==> src/rtl/conv_frame_sequencer.sv <==
// conv_frame_sequencer: loads a frame into a kernel array, waits CONV_LAT cycles, streams zero-bordered results.
// Optional macro HARRIS_FLAG_EN adds the kern_flag -> out_flag corner-flag path.
module conv_frame_sequencer #(
   parameter int IMG_W    = 8,
   parameter int IMG_H    = 8,
   parameter int PIX_W    = 8,
   parameter int PAD      = 1,
   parameter int CONV_LAT = 4,
   parameter int ADDR_W   = $clog2(IMG_W*IMG_H)
) (
   input  logic              clk,
   input  logic              rst_n,
   input  logic              in_valid,
   output logic              in_ready,
   input  logic [PIX_W-1:0]  in_data,
   output logic              kern_we,
   output logic [ADDR_W-1:0] kern_addr,
   output logic [PIX_W-1:0]  kern_wdata,
   input  logic [PIX_W-1:0]  kern_rdata,
`ifdef HARRIS_FLAG_EN
   input  logic              kern_flag,
   output logic              out_flag,
`endif
   output logic              out_valid,
   input  logic              out_ready,
   output logic [PIX_W-1:0]  out_data,
   output logic [ADDR_W-1:0] out_addr,
   output logic              out_last,
   output logic              busy
);
   localparam int LW = $clog2(CONV_LAT+1);
   localparam logic [ADDR_W-1:0] LAST  = ADDR_W'(IMG_W*IMG_H-1);
   localparam logic [ADDR_W-1:0] P_LO  = ADDR_W'(PAD);
   localparam logic [ADDR_W-1:0] X_HI  = ADDR_W'(IMG_W-PAD);
   localparam logic [ADDR_W-1:0] Y_HI  = ADDR_W'(IMG_H-PAD);
   localparam logic [ADDR_W-1:0] X_MAX = ADDR_W'(IMG_W-1);
   localparam logic [LW-1:0] LAT_MAX = LW'(CONV_LAT-1);

   typedef enum logic [1:0] {IDLE, LOAD, COMPUTE, STREAM} state_t;
   state_t state;
   logic [ADDR_W-1:0] wr_cnt, rd_cnt, rd_nxt, col, row;
   logic [LW-1:0] lat_cnt;
   logic fin, accept, adv, last_hs, border;

   assign accept     = in_valid & in_ready;
   assign kern_we    = accept;
   assign kern_wdata = in_data;
   assign adv        = state == STREAM && (!out_valid || out_ready) && !fin;
   assign last_hs    = out_valid & out_ready & out_last;
   assign border     = col < P_LO || col >= X_HI || row < P_LO || row >= Y_HI;
   // Address the pixel that will be captured next cycle, so a stalled capture simply re-reads it
   assign rd_nxt     = adv && rd_cnt != LAST ? rd_cnt + 1'b1 : rd_cnt;
   assign kern_addr  = state == STREAM || state == COMPUTE ? rd_nxt : wr_cnt;

   always_ff @(posedge clk or negedge rst_n) begin
      if (!rst_n) begin
         state     <= IDLE;
         wr_cnt    <= '0;
         rd_cnt    <= '0;
         col       <= '0;
         row       <= '0;
         lat_cnt   <= '0;
         fin       <= 1'b0;
         in_ready  <= 1'b0;
         busy      <= 1'b0;
         out_valid <= 1'b0;
         out_last  <= 1'b0;
         out_data  <= '0;
         out_addr  <= '0;
`ifdef HARRIS_FLAG_EN
         out_flag  <= 1'b0;
`endif
      end else begin
         case (state)
            IDLE, LOAD: begin
               in_ready <= !(accept && wr_cnt == LAST);
               if (accept) begin
                  busy   <= 1'b1;
                  wr_cnt <= wr_cnt == LAST ? '0 : wr_cnt + 1'b1;
                  state  <= wr_cnt == LAST ? COMPUTE : LOAD;
               end
            end
            COMPUTE: begin
               lat_cnt <= lat_cnt == LAT_MAX ? '0 : lat_cnt + 1'b1;
               if (lat_cnt == LAT_MAX) state <= STREAM;
            end
            default: begin
               if (adv) begin
                  out_valid <= 1'b1;
                  out_data  <= border ? '0 : kern_rdata;
                  out_addr  <= rd_cnt;
                  out_last  <= rd_cnt == LAST;
`ifdef HARRIS_FLAG_EN
                  out_flag  <= !border & kern_flag;
`endif
                  fin       <= rd_cnt == LAST;
                  rd_cnt    <= rd_nxt;
                  col       <= col == X_MAX ? '0 : col + 1'b1;
                  row       <= col == X_MAX ? row + 1'b1 : row;
               end else if (last_hs) begin
                  out_valid <= 1'b0;
                  out_last  <= 1'b0;
                  fin       <= 1'b0;
                  rd_cnt    <= '0;
                  col       <= '0;
                  row       <= '0;
                  busy      <= 1'b0;
                  in_ready  <= 1'b1;
                  state     <= IDLE;
               end
            end
         endcase
      end
   end
endmodule

==> config.mk <==
export PLATFORM = sky130hd
export DESIGN_NAME = conv_frame_sequencer
export DESIGN_NICKNAME = d
export VERILOG_FILES = /design/src/rtl/conv_frame_sequencer.sv
export SDC_FILE = /design/constraint.sdc
export NUM_CORES = 1
export LEC_CHECK = 0
export ABC_AREA = 0
export CAP_MARGIN = 20
export CORE_ASPECT_RATIO = 1.25
export CORE_MARGIN = 2
export CORE_UTILIZATION = 46
export CTS_CLUSTER_DIAMETER = 100
export CTS_CLUSTER_SIZE = 24
export DETAILED_ROUTE_END_ITERATION = 6
export PLACE_DENSITY = 0.79
export SLEW_MARGIN = 40
export SYNTH_ARGS = -nofsm -noshare
export SYNTH_HDL_FRONTEND = slang
export SYNTH_SLANG_ARGS = --single-unit
==> constraint.sdc <==
create_clock -name clk -period 2 [get_ports clk]
set_input_delay 0.4 -clock clk [delete_from_list [all_inputs] [get_ports clk]]
set_output_delay 0.4 -clock clk [all_outputs]
set_load 0.02 [all_outputs]
; Word level (Yosys, flattened, before mapping)
; Cells that the tools add are included.
[totals]
regBits = 47
inputBits = 20
out_inout_bits = 33
[op_classes]
add_sub_neg = 5
order_cmp = 4
eq_ne = 13
muxes = 26
n_bitwise = 5
reduce_logical = 25
[ops]
columns = operator, n
row1 = two-way mux 6 bit, 9
row2 = adder 6 x 1 -> 6 bit (second input constant), 4
row3 = == test 6 bit (second input constant), 2
row4 = greater-or-equal comparator 6 x 3 -> 1 bit (second input constant), 2
row5 = < comparator 6 x 1 -> 1 bit (second input constant), 2
row6 = two-way mux 2 bit, 5
row7 = two-way mux 8 bit, 1
row8 = AND reduction 4 bit, 2
row9 = two-way mux 1 bit, 7
row10 = == test 6 x 3 -> 1 bit (second input constant), 1
row11 = != test 2 x 1 -> 1 bit (second input constant), 3
row12 = != test 6 bit (second input constant), 1
row13 = AND reduction 2 bit, 3
row14 = AND reduction 3 bit, 2
row15 = logical OR 1 bit, 5
row16 = == test 2 bit (second input constant), 2
row17 = logical AND 1 bit, 4
row18 = one-hot mux 1 bit (2 select lines), 2
row19 = one-hot mux 2 bit (2 select lines), 1
row20 = nonzero test 2 bit, 2
row21 = adder 3 x 1 -> 3 bit (second input constant), 1
row22 = AND 1 bit, 3
row23 = == test 3 x 2 -> 1 bit (second input constant), 1
row24 = zero test 1 bit, 3
row25 = other kinds (9), 10

; Longest topological paths before layout
; Gate-level depths: netlist of run 1.
[depth]
depth_word = 7
mapped_depth = 8

; Worst setup path before layout of run 1
; OpenSTA, ideal clock, no wires.
[synth_path]
path_kind = reg-to-output
startpoint = register rd_cnt[0]
endpoint = output port kern_addr[3]
arrival_ps = 1712
t_required_ps = 1600
slack_ps = -112
path_stages_with_launch = 6
path_buffers = 0
cell_sequence = dfrtp_1 > ha_1 > nand2_1 > o2111ai_2 > or3_1 > a31oi_1
[synth_between]
elab_chain_len = 4
[synth_rtl]
columns = item, line
row1 = "start, declared", 41  ; logic [ADDR_W-1:0] wr_cnt, rd_cnt, rd_nxt, col, row;
row2 = "start signal, assigned", 97  ; rd_cnt <= rd_nxt;
row3 = branches (longest 2 deep; another with adder 6 x 1 -> 6 bit), n/a
row4 = two-way mux 6 bit (*), 52  ; assign rd_nxt = adv && rd_cnt != LAST ? rd_cnt + 1'b1 : rd_cnt;
row5 = two-way mux 6 bit (*), 53  ; assign kern_addr = state == STREAM || state == COMPUTE ? rd_nxt : wr_cnt;
row6 = "end, declared", 17  ; output logic [ADDR_W-1:0] kern_addr,
; Every way passes the cells marked *.

; Final worst setup path of run 1
[layout_path]
startpoint = register rd_cnt[1]
endpoint = output port kern_addr[3]
; The elaborated chain is that of the path after synthesis.

==> summary.md, run 1 <==
| Metric | Value |
|---|---|
| Sum Neg Setup Slack | `-1.52 ns` |
| Port bufs | `36` |
| Post-synth EDFFs | `0` |
| Status | `complete, but fails checks` |
| Post-Syn Area | `around 0.0026 mm2` |
| RSZ-0062 raised after global routing | `true` |
| Worst setup SP type | `flop` |
| CTS Buf Count | `5` |
| Main flop type after synthesis | `dfrtp_1` |
| Layout Skew | `0.00990 ns` |
| Fin crit share | `115%` |
| Combinational group share of total power | `between 50% and 60%` |
| Endpoints failing hold | `0` |
| Yosys synthesis warning count | `0` |
| Worst-Skew Late Latency | `0.32 ns` |
| Fill count | `443` |
| Reg-to-reg setup timing slack | `0.23 ns` |
| Final setup vio count | `6` |
| Gr ovfl total | `0` |
| Crit path cell chain | `ha_4 -> buf_6 -> nand2_4 -> o2111ai_2 -> or3_4 -> a31oi_4 -> buf_6` |
| Post-synthesis sequential area ratio | `45.7%` |
| Critical path required time | `between 1.5 and 2 ns` |
| Initial antenna violation count | `0` |
| Post-synth top area cell | `dfrtp_1` |
| Final non-filler cell total | `393` |
| Avg Vias per Cell | `5.62` |
| Ratio of cells with drive above 1 in the final layout | `between 20% and 30%` |
| Largest net degree at the start of global routing | `27` |
| Clock Sinks | `between 40 and 50` |
| Ant diodes | `0` |
| Post-Syn Area per Cell | `about 9.6 um2` |
| Die height | `87.6 um` |
| Synth Instances | `269` |
| Met2 wire length | `3310 um` |
| Cell Rows | `30` |
| Htree depth | `2` |
| Longest Clk Path Bufs | `2` |
| Initial Util | `47.6%` |
| Slew margin rel. | `between 60% and 70%` |
| Worst hold slack | `about 0.053 ns` |
| Max FO, Critical Path | `3` |
| Worst-margin pin slew | `0.521 ns` |
| Tot Pwr | `4.45 mW` |
| Metal1 wirelength | `2440 um` |
| Pint | `2.65 mW` |
| Util after Layout | `between 60% and 70%` |
| First-pass iteration count of the detailed router | `4` |
| Die width | `70.9 um` |
| Maximum clock frequency | `435 MHz` |
| Critical Path End Type | `output pin` |
| Max Slew Vio Count | `0` |
| GRT Resource Usage Total | `21.3%` |
| Most Frequent Cell on Critical Path | `buf_6` |
| Most frequent cells in the layout | `45 x nand2_1, 45 x dfrtp_1, 36 x buf_4` |
| Core Box Area | `0.00541 mm2` |
| Reg clk slew, reported paths | `0.10 ns` |
| Clock power share | `16.3%` |
| Placed cells | `382` |
| Worst path top cell family by delay | `flip-flops` |
| Async set-reset flop share out of synthesis | `between 90% and 100%` |
| Seq pwr share | `between 30% and 40%` |
| First-pass GRT wire length | `10500 um` |
| Post-synth top area share | `between 40% and 50%` |
| Register area | `0.00118 mm2` |
| Tmin final | `2.30 ns` |
| Post-Route WL | `6090 um` |
| Net Sw Power | `1.79 mW` |
| PnR worst setup slack | `-0.301 ns` |
| Post-route ant nets | `0` |
| Max-cap violation count | `0` |
| Leak | `1.53 nW` |
| Synth unique cells | `45` |
| DP HPWL | `approximately 4300 um` |
| Max incr delay on CP | `0.43 ns` |
| Failing checks | `setup timing` |
| Final nets | `355` |
| Residual DRC | `0` |
| Clock Tree Root | `clkbuf_8` |
| #FFs+latches synth | `between 40 and 50` |
| CTS tree | `built` |
| Post-synth net total | `296` |
| Power density over the cells | `1320 mW/mm2` |
| Drt wl/cell | `~16 um` |
| Die area | `between 0.006 and 0.007 mm2` |
| Multi-input logic area | `0.00131 mm2` |
| Routability Congestion | `roughly 0.83` |
| HP Class | `primary input to async pin` |
| Number of global-route vias before repair | `2242` |
| Detailed router's first-iteration violation count | `136` |
| Metal3 WL | `229 um` |
| Slowest CP cell | `dfrtp_1` |
| Critical path class | `flop to output pin` |
| Max Used Layer | `met4` |
| Vias | `2210` |
| I/O pin total | `53` |
| Synth area leaders | `dfrtp_1 46%, nand2_1 6.7%, a22o_1 3.4%` |
| Hold_buf cts | `0` |
| Worst EP arrival | `1.90 ns` |
| Max VDD drop | `about 0.76 mV` |
| Layout area overhead | `30.9%` |
| Sw Share | `40.3%` |
| Crit path buffers/inverters | `2` |
-- per-layer routing --
| layer | track usage (%) | up-vias |
|---|---|---|
| li1 | - | 1066 |
| met1 | 24.1 | 1073 |
| met2 | 39.0 | 63 |
| met3 | 3.34 | 8 |
| met4 | 10.6 | 0 |
| met5 | 0 | - |
-- per-stage QoR --
| stage | worst slack [ns] | area, um2 |
|---|---|---|
| 3_5_place_dp | -0.852 | 3160 |
| 2_1_floorplan | 0.0279 | 2590 |
| 3_3_place_gp | -0.826 | 3160 |
| 6_report | -0.301 | 3370 |
| 5_1_grt | -0.354 | 3370 |
| 4_1_cts | -0.416 | 3360 |
-- final timing paths --
| kind | from | to | depth (start not counted) |
|---|---|---|---|
| min in group clk | out_addr[0]$_DFFE_PN0P_ | out_addr[0]$_DFFE_PN0P_ | 2 |
| worst min-delay path | rst_n | col[2]$_DFFE_PN0P_ | 1 |
| max in group asynchronous | rst_n | rd_cnt[2]$_DFFE_PN0P_ | 2 |
| worst max register to register | col[3]$_DFFE_PN0P_ | row[5]$_DFFE_PN0P_ | 4 |
| worst min register to register | out_addr[0]$_DFFE_PN0P_ | out_addr[0]$_DFFE_PN0P_ | 2 |
| worst max-delay path | rd_cnt[1]$_DFFE_PN0P_ | kern_addr[3] | 7 |
-- worst reg2reg max path: cells and delay by family (launching register included) --
kind	cells	cell delay (ns)
AND/OR/NAND/NOR	2	0.58
flip-flops	1	0.48
AO/OA/AOI/OAI	1	0.42
multiplexers	1	0.21
-- cells by family after synthesis --
logic type,after synthesis,synth area share [%]
buf+inv,33,6.76
xor+xnor,3,1.02
mux,10,4.04
fa+ha+maj,7,3.40
flops,47,45.7
simple gates,115,22.9
compound gates,54,16.1
-- power by group through the flow --
stage / Combinational, mW / Clock, mW / Sequential, mW
3_3_place_gp: 2.12 / 0 / 1.45
4_1_cts: 2.26 / 0.739 / 1.46
2_1_floorplan: 1.19 / 0 / 1.56
3_5_place_dp: 2.16 / 0 / 1.47
5_1_grt: 2.46 / 0.778 / 1.51
6_report: 2.26 / 0.725 / 1.47
-- sequential cells by signal, indices dropped and copies added, names as in the netlist --
signal     count
out_valid      1
state          2
rd_cnt         6
lat_cnt        3
out_data       8
busy           1
row            6
col            6
wr_cnt         6
in_ready       1
out_last       1
out_addr       6
-- cells in the mapped netlist, types with 2 or more instances --
master / number
xnor2_1: 2
buf_4: 10
a31o_2: 2
mux2_2: 2
o21ai_1: 3
nand2_1: 46
a41oi_1: 2
nor2_1: 15
nand3_2: 3
dfrtp_1: 47
ha_1: 7
mux2i_1: 7
nand2b_1: 7
o21ai_0: 10
o22ai_1: 2
nand4_1: 5
a22o_1: 10
nor3_4: 2
a211oi_1: 3
clkbuf_1: 5
o21a_1: 2
or3_1: 2
buf_2: 4
nand3_1: 16
a21oi_1: 6
and2_1: 5
o22a_1: 2
a31oi_1: 6
nor4_1: 4
inv_1: 13
and3_1: 4
o41ai_2: 2
-- cell type report --
class,instances,area share (%)
clock buffer,5,2.04
clock inverter,3,1.37
multi-input combinational,189,38.9
tap,64,2.38
sequential,47,35.0
inverter,13,1.45
timing repair buffer,72,18.9
-- what timing repair did --
action | CTS | global route
endpoints found under the setup margin | 7 | 7
gates cloned | 0 | 0
pin swaps | 5 | 4
setup buffers | 4 | 0
resized for setup | 50 | 8
Power figures use the tool's default switching activity.
==> run 2: changes to the inputs <==
Settings changed: CORE_MARGIN 2 to not set, HOLD_SLACK_MARGIN set to 0.08.
==> run 2 against run 1 <==
  * The run still ends with setup timing left
  * Maximum frequency is 1.3% lower
  * Combinational power is 3% higher
  * Cell area up 1.8%
  * Clock-buffer cell count unchanged
  * Worst hold slack better by 0.011 ns
  * Global-route usage up 0.72 points
  * Largest cell class unchanged
==> summary.md, run 2 (synthesis gave the netlist of run 1 again) <==
| Metric | Value |
|---|---|
| Status | `complete, but fails checks` |
| Failing checks | `setup timing` |
| Worst-margin pin slew | `0.547 ns` |
| Post-placement cell area | `~0.0032 mm2` |
| Critical Path End Type | `output pin` |
| Post-Route WL | `around 6200 um` |
| Endpoints failing hold | `0` |
| Register area | `0.00118 mm2` |
| Critical path class | `flop to output pin` |
| Worst hold slack | `0.0634 ns` |
| Leak | `1.55 nW` |
| Htree depth | `2` |
| Fin crit share | `117%` |
| I/O pin total | `53` |
| Seq pwr share | `32.5%` |
| Residual DRC | `0` |
| Reg-to-Reg Start | `rd_cnt[0]$_DFFE_PN0P_` |
| DP HPWL | `4150 um` |
| Pint | `2.69 mW` |
| Max reg flops | `8` |
| Worst setup SP type | `flop` |
| Clock power share | `between 10% and 20%` |
| R2R depth | `8` |
| Reg2Reg Capture Point | `rd_cnt[2]$_DFFE_PN0P_` |
| Maximum clock frequency | `429 MHz` |
| Die height | `85.6 um` |
| PnR worst setup slack | `-0.332 ns` |
| Clock Tree Root | `clkbuf_8` |
| Final nets | `357` |
| Clock Sinks | `47` |
| Combinational group share of total power | `about 52%` |
| Final setup vio count | `6` |
| Routability Congestion | `0.815` |
| Commonest non-fill, non-tap cell in the layout | `dfrtp_1` |
| Critical path required time | `1.60 ns` |
| Worst-Skew Late Latency | `between 0.3 and 0.4 ns` |
| Post-route ant nets | `0` |
| Longest Clk Path Bufs | `2` |
| Net Sw Power | `1.83 mW` |
| Most frequent cells in the layout | `45 x dfrtp_1, 44 x nand2_1, 35 x buf_4` |
| Ratio of cells with drive above 1 in the final layout | `roughly a quarter` |
| Layout area overhead | `33.3%` |
| Final instance area | `0.00343 mm2` |
| Drt wl/cell | `15.7 um` |
| Port bufs | `36` |
| Detailed router's first-iteration violation count | `130` |
| Cell Rows | `30` |
| RSZ-0062 raised after global routing | `true` |
| Layout Skew | `0.00776 ns` |
| Number of global-route vias before repair | `2211` |
| Core Box Area | `0.00541 mm2` |
| Power density over the cells | `1320 mW/mm2` |
| First-pass GRT wire length | `9680 um` |
| Final non-filler cell total | `395` |
| Placed cells | `382` |
| Gr ovfl total | `0` |
| Tmin final | `roughly 2.3 ns` |
| First-pass iteration count of the detailed router | `4` |
| Initial Util | `47.6%` |
| Fill count | `439` |
| CTS Buf Count | `5` |
| Largest net degree at the start of global routing | `24` |
| CTS tree | `built` |
| Tot Pwr | `4.51 mW` |
| Reg-to-reg setup timing slack | `0.27 ns` |
| Vias | `2225` |
| Hold_buf cts | `0` |
| Ant diodes | `0` |
| Die area | `just under 0.006 mm2` |
| Max Slew Vio Count | `0` |
| Die width | `between 60 and 70 um` |
| Worst EP arrival | `roughly 1.9 ns` |
| GRT Resource Usage Total | `22.1%` |
| Initial antenna violation count | `0` |
| Sw Share | `between 40% and 50%` |
| Reg clk slew, reported paths | `0.09 ns` |
| Max FO, Critical Path | `3` |
| Max VDD drop | `0.951 mV` |
| HP Class | `primary input to async pin` |
| Multi-input logic area | `about 0.0013 mm2` |
| Slew margin rel. | `between 60 and 70%` |
| Largest Register | `out_data` |
| Max-cap violation count | `0` |
| Avg Vias per Cell | `5.63` |
[run 2: how the worst max path moves through the flow]
stage | slack, ns | endpoint | startpoint | depth (start not counted)
final | -0.33 | kern_addr[3] | rd_cnt[0]$_DFFE_PN0P_ | 7
after global routing | -0.41 | kern_addr[2] | rd_cnt[0]$_DFFE_PN0P_ | 9
after CTS | -0.41 | kern_addr[4] | rd_cnt[1]$_DFFE_PN0P_ | 6
after detailed placement | -0.88 | kern_addr[4] | out_ready | 6
after global placement | -0.83 | kern_addr[4] | out_ready | 6
after floorplan | 0.03 | kern_addr[3] | rd_cnt[0]$_DFFE_PN0P_ | 5
[run 2: metrics by stage]
stage	TNS, ns	worst slack (ns)	util [%]
2_1_floorplan	0	0.0279	-
3_3_place_gp	-4.55	-0.828	58.5
3_5_place_dp	-5.14	-0.876	58.5
4_1_cts	-1.86	-0.408	62.0
5_1_grt	-2.16	-0.411	63.4
6_report	-1.74	-0.332	63.4
[run 2: layer usage]
layer	wire length, um	vias to the layer above	global-route usage [%]
li1	-	1064	-
met3	275	12	4.79
met5	0	-	0
met2	3220	52	36.9
met1	2600	1097	26.0
met4	130	0	10.8
[run 2: timing repair]
item / in CTS / in global routing
setup buffers: 4 / 1
pin swaps: 3 / 9
endpoints found under the hold margin: 0 / 0
resized for setup: 49 / 18
setup endpoints to repair: 7 / 7
[run 2: layout make-up]
cell class,count,area share (%)
Tap cell,64,2.33
Clock inverter,3,1.28
Timing Repair Buffer,74,19.5
Sequential cell,47,34.4
Clock buffer,5,2.01
Inverter,13,1.42
Multi-Input combinational cell,189,39.1
[run 2: worst max-delay path, stage by stage (launching register included)]
cell and delay, ns:
dfrtp_1 0.44, ha_4 0.20, buf_6 0.13, nand2_4 0.07, o2111ai_4 0.13, or3_4 0.37, a31oi_4 0.16, buf_6 0.13
[run 2: power by group through the flow]
stage               clock (mW)  combinational [mW]  sequential [mW]
CTS                      0.718                2.24             1.46
finish                   0.716                2.33             1.47
detailed placement           0                2.14             1.46
floorplan                    0                1.19             1.56
global route             0.762                2.53             1.50
global placement             0                2.09             1.44
